**src/rtl/mem_access_stage_pkg.sv**
```systemverilog
// Shared definitions for the MEM stage: opcodes, FSM encodings, stack bounds,
// the captured request payload and address-fault helpers.
package mem_access_stage_pkg;

  localparam int unsigned XLEN  = 32;
  localparam int unsigned REG_W = 5;
  localparam int unsigned OP_W  = 4;

  localparam logic [OP_W-1:0] MEM_NONE = 4'd0;
  localparam logic [OP_W-1:0] MEM_LB   = 4'd1;
  localparam logic [OP_W-1:0] MEM_LBU  = 4'd2;
  localparam logic [OP_W-1:0] MEM_LH   = 4'd3;
  localparam logic [OP_W-1:0] MEM_LHU  = 4'd4;
  localparam logic [OP_W-1:0] MEM_LW   = 4'd5;
  localparam logic [OP_W-1:0] MEM_SB   = 4'd6;
  localparam logic [OP_W-1:0] MEM_SH   = 4'd7;
  localparam logic [OP_W-1:0] MEM_SW   = 4'd8;

  localparam logic [1:0] ST_IDLE   = 2'd0;
  localparam logic [1:0] ST_ACCESS = 2'd1;
  localparam logic [1:0] ST_MERGE  = 2'd2;

  // Legal data window (inclusive) for memory ops
  localparam logic [XLEN-1:0] STACK_SIZE_LO = 32'h0000_0040;
  localparam logic [XLEN-1:0] STACK_SIZE_HI = 32'h0000_FFFF;

  // Request captured from EX/MEM; only the low half of rt is ever needed later
  typedef struct packed {
    logic [OP_W-1:0]  op;
    logic [XLEN-1:0]  addr;
    logic [15:0]      store_lo;
    logic [REG_W-1:0] rd;
    logic             reg_write;
    logic             err;
  } mem_req_t;

  function automatic logic is_mem_op(input logic [OP_W-1:0] op);
    return (op >= MEM_LB) && (op <= MEM_SW);
  endfunction

  function automatic logic is_load(input logic [OP_W-1:0] op);
    return (op >= MEM_LB) && (op <= MEM_LW);
  endfunction

  function automatic logic is_subword_store(input logic [OP_W-1:0] op);
    return (op == MEM_SB) || (op == MEM_SH);
  endfunction

  // Misalignment or out-of-window address for a memory op
  function automatic logic addr_fault(input logic [OP_W-1:0] op,
                                      input logic [XLEN-1:0] addr,
                                      input logic            check_bounds);
    logic misaligned;
    logic out_of_bounds;
    misaligned = (((op == MEM_LW) || (op == MEM_SW)) && (addr[1:0] != 2'b00)) ||
                 (((op == MEM_LH) || (op == MEM_LHU) || (op == MEM_SH)) && addr[0]);
    out_of_bounds = check_bounds && ((addr < STACK_SIZE_LO) || (addr > STACK_SIZE_HI));
    return is_mem_op(op) && (misaligned || out_of_bounds);
  endfunction

endpackage

```
**src/rtl/mem_access_stage_load_extend.sv**
```systemverilog
// Load lane extraction (big-endian) with sign/zero extension.
// Ports: word (memory word), offset (byte offset), op (load opcode),
//        result_c (extended result; word passes through for LW/other ops).
module mem_access_stage_load_extend
  import mem_access_stage_pkg::*;
(
  input  logic [XLEN-1:0] word,
  input  logic [1:0]      offset,
  input  logic [OP_W-1:0] op,
  output logic [XLEN-1:0] result_c
);

  logic [7:0]  byte_lane;
  logic [15:0] half_lane;

  // Offset 0 is the most significant lane
  always_comb begin
    byte_lane = word[31:24];
    case (offset)
      2'd0:    byte_lane = word[31:24];
      2'd1:    byte_lane = word[23:16];
      2'd2:    byte_lane = word[15:8];
      default: byte_lane = word[7:0];
    endcase
    half_lane = offset[1] ? word[15:0] : word[31:16];
  end

  always_comb begin
    result_c = word;
    case (op)
      MEM_LB:  result_c = {{24{byte_lane[7]}}, byte_lane};
      MEM_LBU: result_c = {24'h0, byte_lane};
      MEM_LH:  result_c = {{16{half_lane[15]}}, half_lane};
      MEM_LHU: result_c = {16'h0, half_lane};
      default: result_c = word;
    endcase
  end

endmodule

```
**src/rtl/mem_access_stage.sv**
```systemverilog
// MEM pipeline stage: turns byte/half/word loads and stores into word-only
// accesses, does read-modify-write for SB/SH, reports address faults and
// owns the MEM/WB register.
// Ports: clk/rst_n; ex_* request from EX/MEM; stall_o back-pressure;
//        mem_* registered data-port controls plus combinational read data;
//        wb_* MEM/WB register contents.
module mem_access_stage
  import mem_access_stage_pkg::*;
#(
  parameter bit              CHECK_BOUNDS = 1'b1,
  parameter logic [XLEN-1:0] RESET_PC_TAG = 32'h0
) (
  input  logic             clk,
  input  logic             rst_n,
  input  logic             ex_valid,
  input  logic [OP_W-1:0]  ex_mem_op,
  input  logic [XLEN-1:0]  ex_addr,
  input  logic [XLEN-1:0]  ex_store_data,
  input  logic [REG_W-1:0] ex_rd,
  input  logic             ex_reg_write,
  output logic             stall_o,
  output logic [XLEN-1:0]  mem_addr,
  output logic             mem_write,
  output logic [XLEN-1:0]  mem_write_data,
  input  logic [XLEN-1:0]  mem_read_data,
  output logic             wb_valid,
  output logic [REG_W-1:0] wb_rd,
  output logic             wb_reg_write,
  output logic [XLEN-1:0]  wb_data,
  output logic             wb_addr_err,
  output logic [XLEN-1:0]  wb_bad_addr
);

  logic [1:0]       state_q, state_d;
  mem_req_t         req_q, req_d;
  logic [XLEN-1:0]  mem_addr_d, mem_write_data_d, wb_data_d, wb_bad_addr_d;
  logic             mem_write_d, wb_valid_d, wb_reg_write_d, wb_addr_err_d;
  logic [REG_W-1:0] wb_rd_d;
  logic             in_ready_c, accept_c, ex_err_c;
  logic [XLEN-1:0]  load_word_c, merge_word_c;

  mem_access_stage_load_extend u_load_extend (
    .word     (mem_read_data),
    .offset   (req_q.addr[1:0]),
    .op       (req_q.op),
    .result_c (load_word_c)
  );

  // Only a pending sub-word store blocks a new request
  assign in_ready_c = (state_q == ST_IDLE) ||
                      ((state_q == ST_ACCESS) && !is_subword_store(req_q.op)) ||
                      (state_q == ST_MERGE);
  assign accept_c   = ex_valid && in_ready_c;
  assign ex_err_c   = addr_fault(ex_mem_op, ex_addr, CHECK_BOUNDS);
  assign stall_o    = !in_ready_c;

  // Byte/half merge of the store data into the word read during ACCESS
  always_comb begin
    merge_word_c = mem_read_data;
    if (req_q.op == MEM_SB) begin
      case (req_q.addr[1:0])
        2'd0:    merge_word_c[31:24] = req_q.store_lo[7:0];
        2'd1:    merge_word_c[23:16] = req_q.store_lo[7:0];
        2'd2:    merge_word_c[15:8]  = req_q.store_lo[7:0];
        default: merge_word_c[7:0]   = req_q.store_lo[7:0];
      endcase
    end else if (req_q.addr[1]) begin
      merge_word_c[15:0]  = req_q.store_lo;
    end else begin
      merge_word_c[31:16] = req_q.store_lo;
    end
  end

  // Next-state and next-register values
  always_comb begin
    logic retire;
    state_d          = state_q;
    req_d            = req_q;
    mem_addr_d       = mem_addr;
    mem_write_d      = 1'b0;
    mem_write_data_d = mem_write_data;
    wb_valid_d       = 1'b0;
    wb_rd_d          = wb_rd;
    wb_reg_write_d   = wb_reg_write;
    wb_data_d        = wb_data;
    wb_addr_err_d    = wb_addr_err;
    wb_bad_addr_d    = wb_bad_addr;
    retire           = 1'b0;

    case (state_q)
      ST_IDLE: state_d = ST_IDLE;
      ST_ACCESS: begin
        if (is_subword_store(req_q.op) && !req_q.err) begin
          state_d          = ST_MERGE;
          mem_write_d      = 1'b1;
          mem_write_data_d = merge_word_c;
        end else begin
          state_d = ST_IDLE;
          retire  = 1'b1;
        end
      end
      ST_MERGE: begin
        state_d = ST_IDLE;
        retire  = 1'b1;
      end
      default: state_d = ST_IDLE;
    endcase

    if (retire) begin
      wb_valid_d     = 1'b1;
      wb_rd_d        = req_q.rd;
      wb_reg_write_d = req_q.reg_write && !req_q.err;
      wb_addr_err_d  = req_q.err;
      if (req_q.err) begin
        wb_bad_addr_d = req_q.addr;
      end else if (is_load(req_q.op) && (state_q == ST_ACCESS)) begin
        wb_data_d = load_word_c;
      end else if (!is_mem_op(req_q.op)) begin
        wb_data_d = req_q.addr;
      end
    end

    if (accept_c) begin
      state_d         = ST_ACCESS;
      req_d.op        = ex_mem_op;
      req_d.addr      = ex_addr;
      req_d.store_lo  = ex_store_data[15:0];
      req_d.rd        = ex_rd;
      req_d.reg_write = ex_reg_write;
      req_d.err       = ex_err_c;
      mem_addr_d      = {ex_addr[31:2], 2'b00};
      // SW writes during its own ACCESS cycle
      if ((ex_mem_op == MEM_SW) && !ex_err_c) begin
        mem_write_d      = 1'b1;
        mem_write_data_d = ex_store_data;
      end
    end
  end

  // State and output registers
  always_ff @(posedge clk or negedge rst_n) begin
    if (!rst_n) begin
      state_q        <= ST_IDLE;
      req_q          <= '0;
      mem_addr       <= '0;
      mem_write      <= 1'b0;
      mem_write_data <= '0;
      wb_valid       <= 1'b0;
      wb_rd          <= '0;
      wb_reg_write   <= 1'b0;
      wb_data        <= '0;
      wb_addr_err    <= 1'b0;
      wb_bad_addr    <= RESET_PC_TAG;
    end else begin
      state_q        <= state_d;
      req_q          <= req_d;
      mem_addr       <= mem_addr_d;
      mem_write      <= mem_write_d;
      mem_write_data <= mem_write_data_d;
      wb_valid       <= wb_valid_d;
      wb_rd          <= wb_rd_d;
      wb_reg_write   <= wb_reg_write_d;
      wb_data        <= wb_data_d;
      wb_addr_err    <= wb_addr_err_d;
      wb_bad_addr    <= wb_bad_addr_d;
    end
  end

endmodule
```
**config.mk**
```make
export PLATFORM = sky130hd
export DESIGN_NAME = mem_access_stage
export DESIGN_NICKNAME = d
export VERILOG_FILES = /design/src/rtl/mem_access_stage_pkg.sv /design/src/rtl/mem_access_stage_load_extend.sv /design/src/rtl/mem_access_stage.sv
export SDC_FILE = /design/constraint.sdc
export NUM_CORES = 1
export LEC_CHECK = 0
export BUFFER_PORTS_ARGS = -buffer_cell sky130_fd_sc_hd__buf_4
export CAP_MARGIN = 40
export CORE_MARGIN = 4
export CORE_UTILIZATION = 40
export DETAILED_ROUTE_END_ITERATION = 8
export GPL_TIMING_DRIVEN = 0
export SYNTH_ARGS = -nofsm -noshare
export SYNTH_HDL_FRONTEND = slang
export SYNTH_HIERARCHICAL = 1
export SYNTH_SLANG_ARGS = --single-unit
```
**constraint.sdc**
```tcl
create_clock -name clk -period 2.7 [get_ports clk]
set_input_delay 0.405 -clock clk [delete_from_list [all_inputs] [get_ports clk]]
set_output_delay 0.405 -clock clk [all_outputs]
set_load 0.02 [all_outputs]
```
==> impl.org, run 1 <==
** Outcome
- Run status :: finished clean

** STA
- Dividing the final minimum period by the clock period gives 93.0%.
- Setup violations remaining at the end of the flow were counted as 0.
- For the pin with the worst max-slew slack, the measured transition is 0.903 ns.
- The max-slew violation total from the final report was 0.
- Worst slew slack as a fraction of its limit :: ~39%
- Setup repair after global routing left no endpoint under its margin.
- The clock arrives with ~0.0095 ns of skew.
- Derived from the worst setup path, the maximum achievable clock frequency is 398 MHz.
- The number of hold-slack violations in the final timing report is 0.
- The worst path needs 2.51 ns of the cycle, external delays included.

** Worst setup path
- The setup check on the worst reg-to-reg path leaves a slack of roughly 0.19 ns.
- Nature of the critical path endpoint :: register
- Largest driver fanout on the critical path :: 11
- Launching element type of the critical path :: register
- Critical Setup Path Class :: reg -> reg
- Worst reg-to-reg path cell count :: 7
- Critical path arrival :: around 2.9 ns
- In this run the critical register-to-register path is launched from req_q[56].
- The worst register-to-register path ends at mem_write_data[26].
- For the worst setup path, the data required time is about 3.1 ns.

** Hold path
- The path class of the tightest hold or removal check is in -> reg.
- The worst hold path was traced through 3 stages.
- In this run the most critical hold path is launched from ex_rd[3].
- Hold EP :: req_q[5]

** Drt
- Total wire length after detailed routing :: 31.6 mm
- Residual DRC :: 0
- For this block, the initial DRC count from the detailed router was between 800 and 900.
- ANT nets after route :: 0
- Wirelength per Cell :: about 20 um
- Using the TritonRoute via totals, the vias-per-cell ratio works out to around 5.3.
- Count of vias placed by the detailed router :: between 8,000 and 9,000
- Initial DRT Pass Iterations :: 5

** Floorplan
- I/O pin total :: ~250
- Die span in y :: ~160 um
- Overall die area :: between 20,000 and 30,000 um^2
- After floorplanning, the core was divided into 55 placement rows.
- After floorplanning, the core was sized to cover about 23,000 um^2.
- In this run the horizontal extent of the chip is between 150 and 200 um.
- Starting density of the core :: slightly above 40%

** Synthesis
- The cell area that synthesis handed to floorplanning was between 9000 and 10,000 um^2.
- During synthesis, Yosys emitted a total of 6 warnings.
- Number of distinct library cell variants in the gate-level netlist after synthesis :: between 50 and 60
- Leading register cell type out of synthesis :: dfrtp_1
- Synthesized instance count :: 968
- Async S/R FF share, synth :: 100%
- Fraction of the yosys area taken by sequential cells :: between 40% and 50%
- Average instance area after synthesis :: roughly 9.7 um^2
- Yosys mapped a number of flops with a built-in enable equal to 0.
- Counting flops and latches in the post-synthesis netlist gives approximately 170.

** GRT
- The first global-routing pass estimated just under 50 mm of wire.
- Maximum number of pins on one net before global-route repair :: 102
- After global routing the overflow that remains totals 0.
- Number of antenna violations at the first check in global routing :: 0
- Vias in the first global route :: about 8,000
- Global routing consumed, over all layers together, 24.1% of the routing resources.

** Finish
- Fraction of final layout cells sized beyond drive strength 1 :: a little over a third
- Area growth from synthesis to layout :: 30.5%
- Leaving out fill and tap cells, the most frequent cell in the layout is buf_4.
- Area of all placed cells without fillers :: around 12,000 um^2
- 0 antenna diodes ended up in the layout.
- Final core area utilization :: between 50% and 60%
- Post-layout net count :: between 1,000 and 1,500
- In the layout the commonest cells are 278 x buf_4, 243 x nand2_1, 166 x dfrtp_1.

** Pwr
- Power Density :: about 950 nW/um^2
- Static Leakage :: ~5.7 nW
- Worst voltage drop across the vdd grid :: ~0.52 mV
- Pwr Total :: about 12 mW

** Clocking
- Cell at the root of the clock tree :: clkbuf_16
- At the later pin of the worst-skew pair, clock insertion delay measures 0.43 ns.
- TritonCTS built the clock tree.
- CTS HTree Levels :: 4
- The longest clock path from root to sink contains 2 buffers.
- Post CTS Setup Buffer Count :: 0
- Clock-pin slew was measured on the worst setup and hold paths at 0.07 ns.
- Cts bufs inserted :: 17
- Counting every sink on the clock net gives between 150 and 200.

** Place
- The congestion estimate from routability-driven global placement came to ~0.95.
- Placed standard-cell area :: 11,700 um^2
- Input and output buffers added on the ports amount to approximately 240.
- Dpl hpwl :: approximately 24 mm

** Flow run
- Across the run, the number of max-cap violations was 0.
==> power by group <==
part | internal, mW | switching [mW]
Sequential | 3.41 | 0.679
Combinational | 2.34 | 2.86
Clock | 1.23 | 1.12
==> final cells by class <==
| class | count | area [um^2] |
|---|---|---|
| multi-input combinational | 660 | 4430 |
| tap | 313 | 392 |
| inverter | 39 | 146 |
| timing repair buffer | 249 | 1900 |
| sequential | 166 | 4150 |
| fill | 2189 | 10600 |
| clock inverter | 13 | 114 |
| clock buffer | 18 | 439 |
| buffer | 104 | 641 |
==> per-stage QoR <==
step / TNS (ns) / instances / worst slack, ns / hold slack, ns
floorplan: 0 / 969 / 0.610 / 0.109
global placement: -4.11 / 1526 / -0.110 / 0.454
detailed placement: -2.08 / 1530 / -0.0810 / 0.391
CTS: 0 / 1562 / 0.0877 / 0.149
global route: 0 / 1562 / 0.0374 / 0.147
finish: 0 / 1562 / 0.189 / 0.161
==> per-layer routing <==
metal  up-vias  GRT usage (%)  wire length [um]
met3        44           5.18              2480
li1       3872              -                 -
met2       329           37.9             14500
met1      3977           34.1             14100
met5         -              0                 0
met4         0           6.05               542
==> worst max-delay path, stage by stage (launching register included) <==
cell	delay (ns)
dfrtp_1	0.64
nand3b_4	0.14
or3b_1	0.43
buf_2	0.22
buf_2	0.23
a311oi_1	0.55
a21oi_1	0.08
mux2i_1	0.15
==> synth_stat cells (all sizes together), types with 2 or more instances <==
library cell	number	area, um^2
a311oi	32	280
o21ai	3	15.0
o2bb2ai	16	140
or2	2	12.5
nor4	5	31.3
mux4	8	180
a221o	16	160
inv	39	146
buf	70	507
and3	9	56.3
a21oi	67	444
dfrtp	166	4150
clkbuf	34	129
or4	2	15.0
nor2b	34	213
a211oi	34	260
mux2i	64	641
ha	3	37.5
o311ai	2	25.0
nor2	37	139
nand2	243	912
o21a	2	15.0
nand2b	6	37.5
o31ai	2	15.0
nor3	3	31.3
nand3b	2	27.5
mux2	53	597
nor4b	2	17.5
==> sequential cells by signal (all words and copies together), names as in the netlist <==
name / flops
wb_data: 32
wb_reg_write: 1
mem_write: 1
req_q: 59
wb_valid: 1
wb_bad_addr: 32
wb_rd: 5
state_q: 2
wb_addr_err: 1
mem_write_data: 32
==> cells by family after synthesis <==
kind of cell | after synthesis | share of synthesized area (%)
flip-flops | 166 | 44.4
multiplexers | 125 | 15.1
AND/OR/NAND/NOR | 352 | 16.6
AO/OA/AOI/OAI | 177 | 15.0
adder cells (fa/ha/maj) | 3 | 0.401
XOR/XNOR | 1 | 0.0936
other | 1 | 0.0401
buffers and inverters | 143 | 8.35
==> worst max path at each step <==
stage	from	end	slack (ns)
6_report	req_q[56]	mem_write_data[26]	0.19
3_3_place_gp	state_q[1]	wb_bad_addr[18]	-0.11
2_1_floorplan	req_q[56]	mem_write_data[10]	0.61
4_1_cts	req_q[24]	mem_write_data[24]	0.09
5_1_grt	state_q[1]	wb_data[21]	0.04
3_5_place_dp	ex_addr[14]	mem_write_data[17]	-0.08
==> what timing repair did <==
action,in CTS,in global routing
hold buffers,1,0
endpoints found under the setup margin,0,14
endpoints found under the hold margin,65,0
resized for setup,0,7
Note: power is estimated with default switching activity, not from simulation.
==> inputs of run 2 (changes only) <==
clock period = 3.25 ns   (was 2.7 ns; I/O delays follow)
==> impl.org, run 2 (synthesis gave the netlist of run 1 again) <==
** Outcome
- The flow ran to the end, but the final reports show violations.
- Violated checks :: hold timing

** Finish
- Area growth from synthesis to layout :: 30.4%
- The count of inserted antenna diode cells is 0 (unchanged).
- Most common cell after layout, fill and taps aside :: buf_4
- Register with the highest flop count :: req_q
- The number of filler cells placed in the layout was 2,190 (+0.046%).
- The share of cells above drive strength 1 is 35.3% (-0.29 points).
- The count of nets after finishing is 1,348 (-0.074%).
- The top cell types in the final layout, fill and taps aside, are 278 x buf_4, 243 x nand2_1, 166 x dfrtp_1.
- Number of flip-flops in the largest register :: 59 (unchanged)

** Pwr
- Pwr Total :: 9.67 mW (-17%)
- Worst voltage drop across the vdd grid :: 0.434 mV (-17%)
- Static Leakage :: 5.72 nW (-0.29%)
- Power Density :: 792 nW/um^2 (-17%)

** Clocking
- The clock edge transition at the registers on the reported setup and hold paths came to 0.07 ns (about the same).
- The number of clock sinks came to 166 (unchanged).
- Maximum buffer depth of the clock tree :: 2 (unchanged)
- The clock insertion delay at the later pin of the skew report came to 0.43 ns (about the same).
- The level count of the clock H-tree came to 4 (unchanged).
- CTS placed an instance of clkbuf_16 at the clock tree root.
- The number of setup buffers added after CTS is 0 (unchanged).
- CTS tree :: done
- The cts-stage hold buffer count came to 0 (-1).
- The number of cells upsized or downsized after cts was 0 (unchanged).
- The number of buffers added by the clock tree synthesis step came to 17 (unchanged).

** Worst setup path
- The most critical setup path has its startpoint at req_q[24].
- The number of buffer and inverter stages on the critical path was 3 (+1).
- Family with the most delay on the worst path :: buffers and inverters
- Critical Setup Path Class :: reg -> reg
- Critical register-to-register path startpoint :: req_q[24]
- The critical path goes through clkbuf_1 -> clkbuf_1 -> buf_1 -> a211oi_1 -> a311oi_1 -> a21oi_1 -> mux2i_1.
- The worst setup path is launched from a register.
- Delay of the slowest cell on the worst path :: 0.58 ns (-0.06 ns)
- The path depth of the worst reg2reg path is 7 (unchanged).
- Slowest cell on crit path :: buf_1
- The arrival time of the worst setup path is 3.09 ns (+0.23 ns).
- STA classifies the critical path endpoint as a register.
- Largest driver fanout on the critical path :: 10 (-1)
- Cell repeated most along the worst path :: clkbuf_1
- The number of stages on the worst setup path was 7 (unchanged).
- Required time at the worst-slack endpoint :: 3.61 ns (+0.56 ns)

** GRT
- The total routing usage reported by global routing came to 24.1% (about the same).
- The largest net degree at the start of global routing came to 102 (unchanged).
- Number of antenna violations at the first check in global routing :: 0 (unchanged)
- The wire length of the first global-routing pass is 48.7 mm (about the same).
- Leftover overflow at the end of global routing :: 0 (unchanged)
- Vias in the first global route :: 8,128 (-0.074%)

** Floorplan
- The die area came to 25,900 um^2 (unchanged).
- Horizontal extent of the die :: 161 um (unchanged)
- The height of the die came to 161 um (unchanged).
- The I/O pin total came to 247 (unchanged).
- The initial core utilization is 41.0% (unchanged).
- The number of cell rows came to 55 (unchanged).
- Core footprint :: 22,800 um^2 (unchanged)

** Place
- Dpl hpwl :: 24.4 mm (unchanged)
- Port buffer count :: 244 (unchanged)
- Global placer's final weighted congestion :: 0.948 (unchanged)

** STA
- Maximum clock frequency :: 366 MHz (-8.0%)
- The total negative slack was 0 ns (unchanged).
- Total setup violations reported at the end of the flow :: 0 (unchanged)
- Slew at the pin with the worst max-slew slack :: 0.958 ns (+0.0553 ns)
- Unrepaired setup endpoints after global routing :: no
- The relative slew slack came to 35.5% (-3.7 points).
- The part of the cycle the worst path needs was 84.0% (-9.0 points).
- Pins Over Slew Limit :: 0 (unchanged)
- The minimum hold slack came to -0.00948 ns (-0.171 ns).
- Worst setup skew after layout :: 0.00975 ns (+0.000227 ns)
- The post-layout minimum cycle time is 2.73 ns (+0.218 ns).
- Hold Violations, Final :: 5 (+5)

** Drt
- The number of vias per cell after detailed routing came to 5.25 (-0.24%).
- The remaining routing DRC violations was 0 (unchanged).
- The remaining number of nets flagged by the antenna check after routing is 0 (unchanged).
- Initial DRT Pass Iterations :: 5 (unchanged)
- Total wire length after detailed routing :: 31.6 mm (about the same)
- The DRC violation total after the first TritonRoute iteration is 756 (-5.9%).
- Count of vias placed by the detailed router :: 8,197 (-0.30%)
- The per-cell routed wire length was 20.2 um (about the same).

** Hold path
- The worst hold path belongs to the class in -> async.

** Flow run
- Max-cap violations :: 0 (unchanged)
## run 2: per-stage QoR
stage,instance area (um^2),utilization (%),hold slack (ns),setup slack (ns),cells
6_report,12200,53.4,-0.00948,0.520,1561
5_1_grt,12200,53.4,0.0211,0.353,1561
4_1_cts,12200,53.4,0.00960,0.638,1561
3_5_place_dp,11700,51.0,0.461,0.386,1530
3_3_place_gp,11600,50.7,0.454,0.401,1526
2_1_floorplan,9370,-,0.192,1.16,969
## run 2: path summary, 6_finish.rpt
check | end | slack (ns)
worst max-delay path | mem_write_data[24] | 0.52
min in group clk | req_q[5] | 0.24
worst min-delay path | wb_bad_addr[25] | -0.009
worst min register to register | req_q[3] | 0.48
worst max register to register | mem_write_data[24] | 0.52
max in group asynchronous | wb_bad_addr[2] | 2.38
## run 2: where the power goes
group | internal [mW] | switching, mW
logic | 1.94 | 2.38
registers | 2.83 | 0.564
clock network | 1.02 | 0.930
## run 2: cell type report
cell class                 instances  area [um^2]  share of cell area [%]
tap                              313          392                    3.21
timing repair buffer             248         1890                    15.5
clock buffer                      18          439                    3.60
multi-input combinational        660         4430                    36.3
sequential                       166         4150                    34.0
buffer                           104          636                    5.21
clock inverter                    13          114                   0.933
inverter                          39          146                    1.20
## run 2: per-layer routing
metal | GRT usage (%) | wire length (um) | vias to the layer above
met5 | 0 | 0 | -
met4 | 6.05 | 522 | 0
met3 | 5.18 | 2210 | 36
met2 | 37.8 | 14500 | 295
met1 | 34.1 | 14400 | 3990
li1 | - | - | 3876
